==> config.mk <==
export PLATFORM = sky130hd
export DESIGN_NAME = rx_bit_timer_flat
export DESIGN_NICKNAME = d
export VERILOG_FILES = /design/src/rtl/rx_bit_timer_pkg.sv /design/src/rtl/rx_bit_timer_if.sv /design/src/rtl/rx_bit_timer_flex_counter.sv /design/src/rtl/rx_bit_timer.sv /design/src/flat_wrapper.sv
export SDC_FILE = /design/constraint.sdc
export NUM_CORES = 1
export LEC_CHECK = 0
export BUFFER_PORTS_ARGS = -buffer_cell sky130_fd_sc_hd__buf_2
export CORE_AREA = 2 2 39 41
export CTS_BUF_LIST = sky130_fd_sc_hd__clkbuf_2 sky130_fd_sc_hd__clkbuf_4 sky130_fd_sc_hd__clkbuf_8
export DETAILED_ROUTE_END_ITERATION = 10
export DIE_AREA = 0 0 41 43
export SLEW_MARGIN = 5
export SYNTH_ARGS = -nofsm -noshare
export SYNTH_HDL_FRONTEND = slang
export SYNTH_SLANG_ARGS = --single-unit
==> constraint.sdc <==
create_clock -name clk -period 4.32 [get_ports clk]
set_clock_uncertainty 0.15 [all_clocks]
set_input_delay 0.864 -clock clk [delete_from_list [all_inputs] [get_ports clk]]
set_output_delay 0.864 -clock clk [all_outputs]
set_load 0.01 [all_outputs]
==> src/rtl/rx_bit_timer_pkg.sv <==
// Shared UART receiver definitions: timer FSM encoding and default frame geometry
// used by the control FSM, the bit timer and the shift register.
package uart_rx_pkg;

  typedef enum logic [1:0] {
    IDLE = 2'd0,
    RUN  = 2'd1,
    DONE = 2'd2
  } timer_state_t;

  localparam int DEF_CLKS_PER_BIT = 10;
  localparam int DEF_SAMPLE_PT    = 9;
  localparam int DEF_DATA_BITS    = 8;

endpackage

==> src/rtl/rx_bit_timer_if.sv <==
// Control-FSM <-> bit-timer link. Master is the control FSM, slave is the timer.
// enable_timer is a level request, not a handshake: high runs one frame, low aborts/re-arms.
interface rx_bit_timer_if
  import uart_rx_pkg::*;
#(
  parameter int BW = 4
) ();

  logic          enable_timer;
  logic          shift_strobe;
  logic          packet_done;
  logic [BW-1:0] bit_idx;
  logic          busy;
  timer_state_t  state_dbg;

  modport master (
    output enable_timer,
    input  shift_strobe, packet_done, bit_idx, busy, state_dbg
  );

  modport slave (
    input  enable_timer,
    output shift_strobe, packet_done, bit_idx, busy, state_dbg
  );

endinterface

==> src/rtl/rx_bit_timer_flex_counter.sv <==
// Generic up-counter with synchronous clear and wrap to zero after rollover_val.
// Clear has priority over count_enable.
module flex_counter #(
  parameter int NUM_BITS = 4
) (
  input  logic                clk,
  input  logic                n_rst,
  input  logic                clear,
  input  logic                count_enable,
  input  logic [NUM_BITS-1:0] rollover_val,
  output logic [NUM_BITS-1:0] count_out
);

  logic [NUM_BITS-1:0] count_q, count_d;

  always_comb begin
    count_d = count_q;
    if (clear) begin
      count_d = '0;
    end else if (count_enable) begin
      count_d = (count_q == rollover_val) ? '0 : count_q + 1'b1;
    end
  end

  always_ff @(posedge clk or negedge n_rst) begin
    if (!n_rst) count_q <= '0;
    else        count_q <= count_d;
  end

  assign count_out = count_q;

endmodule

==> src/rtl/rx_bit_timer.sv <==
// UART receiver bit-period timer: one shift_strobe per bit period, DATA_BITS+1 strobes
// per frame (data plus stop bit), then a one-cycle packet_done back to the control FSM.
module rx_bit_timer
  import uart_rx_pkg::*;
#(
  parameter int CLKS_PER_BIT = DEF_CLKS_PER_BIT,
  parameter int SAMPLE_PT    = DEF_SAMPLE_PT,
  parameter int DATA_BITS    = DEF_DATA_BITS
) (
  input logic          clk,
  input logic          n_rst,
  rx_bit_timer_if.slave bus
);

  localparam int CW = $clog2(CLKS_PER_BIT);
  localparam int BW = $clog2(DATA_BITS + 2);

  timer_state_t  state_q, state_d;
  logic          packet_done_q, packet_done_d;
  logic [CW-1:0] clk_cnt;
  logic [BW-1:0] bit_idx;
  logic          enable;
  logic          shift_strobe;
  logic          last_strobe;

  assign enable = bus.enable_timer;

  // Strobe is decoded purely from registered count/state plus enable, so dropping
  // enable kills it in the same cycle.
  assign shift_strobe = enable && (state_q != DONE) && (clk_cnt == CW'(SAMPLE_PT));
  assign last_strobe  = shift_strobe && (bit_idx == BW'(DATA_BITS));

  flex_counter #(.NUM_BITS(CW)) u_cycle_cnt (
    .clk          (clk),
    .n_rst        (n_rst),
    .clear        (!enable || (state_q == DONE)),
    .count_enable (1'b1),
    .rollover_val (CW'(CLKS_PER_BIT - 1)),
    .count_out    (clk_cnt)
  );

  // Gating count_enable at DATA_BITS+1 makes the bit counter saturate instead of wrap.
  flex_counter #(.NUM_BITS(BW)) u_bit_cnt (
    .clk          (clk),
    .n_rst        (n_rst),
    .clear        (!enable),
    .count_enable (shift_strobe && (bit_idx != BW'(DATA_BITS + 1))),
    .rollover_val (BW'(DATA_BITS + 1)),
    .count_out    (bit_idx)
  );

  always_comb begin
    state_d       = state_q;
    packet_done_d = last_strobe;
    unique case (state_q)
      IDLE: if (enable) state_d = last_strobe ? DONE : RUN;
      RUN: begin
        if (!enable)          state_d = IDLE;
        else if (last_strobe) state_d = DONE;
      end
      DONE: if (!enable) state_d = IDLE;
      default: state_d = IDLE;
    endcase
  end

  always_ff @(posedge clk or negedge n_rst) begin
    if (!n_rst) begin
      state_q       <= IDLE;
      packet_done_q <= 1'b0;
    end else begin
      state_q       <= state_d;
      packet_done_q <= packet_done_d;
    end
  end

  assign bus.shift_strobe = shift_strobe;
  assign bus.packet_done  = packet_done_q;
  assign bus.bit_idx      = bit_idx;
  assign bus.busy         = (state_q == RUN);
  assign bus.state_dbg    = state_q;

endmodule
==> src/flat_wrapper.sv <==
// flat-port wrapper written by rule: the top's interface ports become plain ports
module rx_bit_timer_flat import uart_rx_pkg::*;
#(
  parameter int CLKS_PER_BIT = DEF_CLKS_PER_BIT,
  parameter int SAMPLE_PT    = DEF_SAMPLE_PT,
  parameter int DATA_BITS    = DEF_DATA_BITS
)
  (clk, n_rst, bus_enable_timer, bus_shift_strobe, bus_packet_done, bus_bit_idx, bus_busy, bus_state_dbg);
  rx_bit_timer_if bus_i ();
  input logic clk;
  input logic n_rst;
  input wire logic [$bits(bus_i.enable_timer)-1:0] bus_enable_timer;
  output wire logic [$bits(bus_i.shift_strobe)-1:0] bus_shift_strobe;
  output wire logic [$bits(bus_i.packet_done)-1:0] bus_packet_done;
  output wire logic [$bits(bus_i.bit_idx)-1:0] bus_bit_idx;
  output wire logic [$bits(bus_i.busy)-1:0] bus_busy;
  output wire logic [$bits(bus_i.state_dbg)-1:0] bus_state_dbg;
  assign bus_i.enable_timer = bus_enable_timer;
  assign bus_shift_strobe = bus_i.shift_strobe;
  assign bus_packet_done = bus_i.packet_done;
  assign bus_bit_idx = bus_i.bit_idx;
  assign bus_busy = bus_i.busy;
  assign bus_state_dbg = bus_i.state_dbg;
  rx_bit_timer #(.CLKS_PER_BIT(CLKS_PER_BIT), .SAMPLE_PT(SAMPLE_PT), .DATA_BITS(DATA_BITS)) u_core (.clk(clk), .n_rst(n_rst), .bus(bus_i));
endmodule
==> summary.md, run 1 <==
| Metric | Value |
|---|---|
| Die width | `41 µm` |
| Fill cells | `140` |
| Hold Path Class | `input port to asynchronous set/reset pin` |
| Yosys warnings | `0` |
| CP required | `approximately 3.3 ns` |
| Most Used Layer, Global Route | `met2` |
| Leakage power | `0.350 nW` |
| Critical path class | `input port to output pin` |
| Initial antenna violation count | `0` |
| Avg Inst Size Synth | `12.0 µm²` |
| Largest net degree at the start of global routing | `12` |
| Synth cell types | `21` |
| Avg WL per Cell | `10.9 µm` |
| DP HPWL | `620 µm` |
| Number of port buffers | `11` |
| Met1 Usage GRT | `0.144` |
| Final instance count without filler cells | `between 70 and 80` |
| Crit start category | `input port` |
| Max Fanout on Critical Path | `8` |
| Outcome | `complete, no violations` |
| Syn nets | `49` |
| Number of vias per cell | `4.80` |
| Antenna-violating nets left | `0` |
| Die H | `43 µm` |
| Setup TNS | `0 ns` |
| First-pass GRT wire length | `1370 µm` |
| Pwr dens | `311 mW/mm²` |
| H-tree depth | `1` |
| Final setup fails | `0` |
| Synthesized cell area | `529 µm²` |
| Num CTS Buffers | `3` |
| Final min period | `2.63 ns` |
| Clock buffer depth | `2` |
| Crit path DAT | `approximately 1.6 ns` |
| Vias in the first global route | `329` |
| Initial Utilization | `0.382` |
| Sequential fraction of the synthesis area | `0.520` |
| Routability cong. | `0.657` |
| Fraction of layout cells with a size suffix above 1 | `0.373` |
| Max Fclk | `381 MHz` |
| Grt met2 use | `0.166` |
| Total clock sinks | `11` |
| Max-cap violations | `0` |
| Total gr overflow | `0` |
| Ports | `12` |
| Sequential Area | `275 µm²` |
| # hold bufs at CTS | `0` |
| M3 GR Usage | `0.0471` |
| WHS | `0.296 ns` |
| Gr usage total | `0.122` |
| Final Core Density | `0.458` |
| Nets | `between 60 and 70` |
| Most frequent CP cell | `buf_2` |
| FF+latch count, synth | `11` |
| Max stage delay on crit path | `0.42 ns` |
| CTS resizes | `0` |
| DRC viols | `0` |
| Hold Violations, Final | `0` |
| Core Rows | `14` |
| Critical path cell sequence | `buf_2 > or3b_4 > inv_1 > buf_2` |
| Crit path max-delay family | `simple AND/OR/NAND/NOR gates` |
| Cells after Synth | `44` |
| Slowest CP cell | `or3b_4` |
| Total wire length | `between 800 and 900 µm` |
| Drt pass-1 iters | `4` |
| Relative slew slack | `0.811` |
| Area taken by multi-input logic gates | `246 µm²` |
| Worst IR Drop VDD | `between 100 and 150 µV` |
| Clock Latency Late Sink | `0.27 ns` |
| Core area | `0.00138 mm²` |
| Post-CTS setup buffers | `0` |
| DR vias | `360` |
| TritonCTS clock tree | `done` |
| CTS Root Cell | `clkbuf_4` |
| Worst slew pin tran | `about 0.28 ns` |
| Area grow syn2layout | `19.9%` |
| Full die area | `0.00176 mm²` |
| Pins Over Slew Limit | `0` |
| Worst Setup End Kind | `output pin` |
| Diode count | `0` |
| CP bufs+invs | `3` |
| Fin crit share | `0.608` |
| DP Cell Count | `71` |
| Overall Power | `0.197 mW` |
| Clock-pin slew on the worst setup and hold paths | `0.07 ns` |
| Drt first-iter violations | `5` |
| Setup repair after global routing missed its margin | `no` |
-- worst register-to-register path: cells and delay by family, from the launching register on --
kind	cells	cell delay, ns
adders and majority gates	1	0.19
DFF	1	0.39
buffers and inverters	1	0.06
and+or+nand+nor	2	0.51
AOI/OAI and AO/OA	1	0.29
-- final timing paths --
path / startpoint / to / slack (ns) / depth (start not counted)
setup / recovery: bus_enable_timer / bus_shift_strobe / 1.69 / 4
hold / removal: n_rst / u_core.u_bit_cnt.count_out[1] / 0.30 / 1
setup reg to reg: u_core.u_cycle_cnt.count_out[1] / u_core.bus.state_dbg[1] / 2.63 / 5
hold reg to reg: u_core.u_bit_cnt.count_out[3] / u_core.u_bit_cnt.count_out[3] / 0.34 / 1
max in group asynchronous: n_rst / u_core.bus.state_dbg[1] / 3.52 / 1
min in group clk: u_core.u_bit_cnt.count_out[3] / u_core.u_bit_cnt.count_out[3] / 0.34 / 1
-- cells in the mapped netlist, drive strengths merged --
cell | instances | share of area
nor2 | 4 | 0.028
nand3 | 2 | 0.019
dfrtp | 11 | 0.52
nor2b | 2 | 0.038
or3b | 2 | 0.038
nor3 | 2 | 0.038
inv | 2 | 0.014
xnor2 | 1 | 0.017
mux2i | 2 | 0.038
nand2b | 1 | 0.012
nand2 | 5 | 0.035
xor2 | 1 | 0.017
a22oi | 1 | 0.014
a21boi | 1 | 0.014
o41ai | 1 | 0.031
nand3b | 3 | 0.066
nor3b | 1 | 0.014
ha | 2 | 0.047
-- through the flow --
step | instance area, µm² | worst slack [ns]
floorplan | 529 | 1.96
global placement | 604 | 1.70
detailed placement | 604 | 1.69
CTS | 634 | 1.69
global route | 634 | 1.61
finish | 634 | 1.69
-- final cells by class --
type,instances,share of cell area
sequential,11,0.434
multi-input combinational,31,0.389
timing repair buffer,11,0.0868
clock buffer,4,0.0473
tap,16,0.0316
inverter,2,0.0118
-- cells by family after synthesis --
| kind of cell | count (synthesis) | synth area share |
|---|---|---|
| AND/OR/NAND/NOR | 22 | 0.288 |
| buffers and inverters | 2 | 0.0142 |
| multiplexers | 2 | 0.0378 |
| AO/OA/AOI/OAI | 3 | 0.0591 |
| flip-flops | 11 | 0.520 |
| XOR/XNOR | 2 | 0.0331 |
| adder cells (fa/ha/maj) | 2 | 0.0473 |
-- flip-flops by register name, indices dropped and copies added, names as in the netlist --
name                          cells
u_core.bus.state_dbg              2
u_core.bus.packet_done            1
u_core.u_cycle_cnt.count_out      4
u_core.u_bit_cnt.count_out        4
-- cells in the final DEF, fill, tap and decap left out, types with 2 or more instances in the layout --
cell	count
nand3_1	2
dfrtp_1	11
ha_1	2
nor3_2	2
buf_2	11
inv_1	2
clkbuf_4	4
mux2i_1	2
nor2_1	4
nand2_1	5
nand3b_1	2
-- where the power goes --
part | internal, mW | switching (mW) | total [mW]
logic | 0.00521 | 0.00674 | 0.0120
registers | 0.106 | 0.00273 | 0.108
clock network | 0.0420 | 0.0348 | 0.0768
-- layer usage --
metal,vias up,wire [µm],share of wire
met5,-,0,0
li1,181,-,-
met2,8,407,0.50
met3,0,28,0.034
met4,0,0,0
met1,171,377,0.46
No activity file was read; power rests on OpenSTA's default activity.
==> inputs of run 2 (changes only) <==
- clock period: 4.32 -> 2.3 ns (I/O delays scaled with it)
==> summary.md, run 2 (same netlist as run 1, synthesis figures left out) <==
| Metric | Value |
|---|---|
| Core area | `between 0.001 and 0.0015 mm²` |
| Setup repair after global routing missed its margin | `no` |
| Worst IR Drop VDD | `roughly 270 µV` |
| Antenna-violating nets left | `0` |
| Gr usage total | `0.128` |
| R2R depth | `5` |
| Routability cong. | `0.632` |
| Final instance count without filler cells | `76` |
| Area grow syn2layout | `21.7%` |
| Largest net degree at the start of global routing | `12` |
| Num CTS Buffers | `3` |
| Post-route cell area | `644 µm²` |
| Max stage delay on crit path | `just over 0.4 ns` |
| Leakage power | `0.355 nW` |
| Ports | `12` |
| Critical path cell sequence | `inv_1 > ha_1 > nand3b_4 > or3b_4 > inv_1 > buf_2` |
| Commonest non-fill, non-tap cells in the layout | `buf_2 (11), dfrtp_1 (11), nand2_1 (5)` |
| Vias in the first global route | `between 300 and 400` |
| Initial antenna violation count | `0` |
| Full die area | `0.00176 mm²` |
| Reg-to-reg slack, setup | `0.61 ns` |
| Diode count | `0` |
| Fin crit share | `0.955` |
| Reg2Reg Capture Point | `u_core.bus.state_dbg[1]` |
| Fill cells | `153` |
| Crit start category | `register` |
| DR vias | `370` |
| Max-cap violations | `0` |
| Max Fanout on Critical Path | `4` |
| CP required | `1.69 ns` |
| Die H | `43 µm` |
| Max Fclk | `455 MHz` |
| Fraction of layout cells with a size suffix above 1 | `0.367` |
| Overall Power | `0.369 mW` |
| Clock Latency Late Sink | `0.26 ns` |
| Number of port buffers | `11` |
| Relative slew slack | `0.798` |
| WHS | `0.336 ns` |
| Total wire length | `between 800 and 900 µm` |
| Clock buffer depth | `2` |
| Worst Setup End Kind | `output pin` |
| DP Cell Count | `between 70 and 80` |
| DRC viols | `0` |
| Pins Over Slew Limit | `0` |
| Crit Reg-Reg Startpoint | `u_core.u_cycle_cnt.count_out[1]` |
| Hold depth | `1` |
| Number of vias per cell | `4.87` |
| Min-Delay Endpoint | `u_core.u_bit_cnt.count_out[3]` |
| Avg WL per Cell | `between 10 and 15 µm` |
| CTS Root Cell | `clkbuf_4` |
| Pwr dens | `573 mW/mm²` |
| Core Rows | `14` |
| Hold Violations, Final | `0` |
| Most frequent CP cell | `inv_1` |
| Outcome | `complete, no violations` |
| Placed Area | `between 600 and 700 µm²` |
| H-tree depth | `1` |
| Final setup fails | `0` |
| Setup TNS | `0 ns` |
| Hold Path Class | `register to register` |
| Drt first-iter violations | `5` |
| Crit path DAT | `1.59 ns` |
| Worst hold start | `u_core.u_bit_cnt.count_out[3]` |
| Slowest CP cell | `or3b_4` |
| Final min period | `around 2.2 ns` |
| Clock-pin slew on the worst setup and hold paths | `0.07 ns` |
| Worst slew pin tran | `0.301 ns` |
| Nets | `66` |
| Initial Utilization | `0.382` |
| Drt pass-1 iters | `2` |
| Die width | `41 µm` |
| Post-CTS setup buffers | `0` |
| Critical path class | `register to output pin` |
| Total gr overflow | `0` |
| Total clock sinks | `11` |
| TritonCTS clock tree | `done` |
| First-pass GRT wire length | `~1500 µm` |
[run 2: worst max-delay path by stage]
stage	start	to	cells past startpoint
floorplan	u_core.u_cycle_cnt.count_out[1]	bus_shift_strobe	5
global route	u_core.u_cycle_cnt.count_out[1]	bus_shift_strobe	6
CTS	u_core.u_cycle_cnt.count_out[1]	bus_shift_strobe	6
detailed placement	u_core.u_cycle_cnt.count_out[1]	bus_shift_strobe	6
finish	u_core.u_cycle_cnt.count_out[1]	bus_shift_strobe	6
global placement	u_core.u_cycle_cnt.count_out[1]	bus_shift_strobe	6
[run 2: power breakdown]
| part | switching [mW] | leakage [nW] | internal (mW) |
|---|---|---|---|
| Combinational | 0.0136 | 0.187 | 0.0112 |
| Clock | 0.0614 | 0.0184 | 0.0788 |
| Sequential | 0.00530 | 0.149 | 0.199 |
[run 2: critical path: cells and delay by family (launching register included)]
family,cells,cell delay [ns]
adder cells (fa/ha/maj),1,0.18
buffers and inverters,3,0.24
flip-flops,1,0.40
AND/OR/NAND/NOR,2,0.51
[run 2: timing repair]
action,in CTS,in global routing
resized for setup,0,0
hold buffers,1,0
endpoints found under the hold margin,11,0
setup endpoints to repair,0,0
[run 2: layout make-up]
| cell class | count | area, µm² | area share |
|---|---|---|---|
| clock buffers | 4 | 30.0 | 0.0466 |
| inverters | 2 | 7.51 | 0.0117 |
| multi-input cells | 31 | 246 | 0.383 |
| flip-flops and latches | 11 | 275 | 0.427 |
| well taps | 16 | 20.0 | 0.0311 |
| repair buffers | 12 | 65.1 | 0.101 |
[run 2: metrics by stage]
step                      utilization  worst slack (ns)
after floorplan                     -             0.506
after global placement          0.437             0.398
after detailed placement        0.437             0.396
after CTS                       0.466            0.0882
after global routing            0.466            0.0138
final                           0.466             0.103
[run 2: routing by layer]
| metal | vias to the layer above | wire length [µm] | part of all wire | track usage |
|---|---|---|---|---|
| li1 | 183 | - | - | - |
| met1 | 177 | 414 | 0.47 | 0.171 |
| met2 | 8 | 433 | 0.49 | 0.169 |
| met3 | 2 | 31 | 0.035 | 0.0314 |
| met4 | 0 | 10 | 0.011 | 0.100 |
| met5 | - | 0 | 0 | 0 |
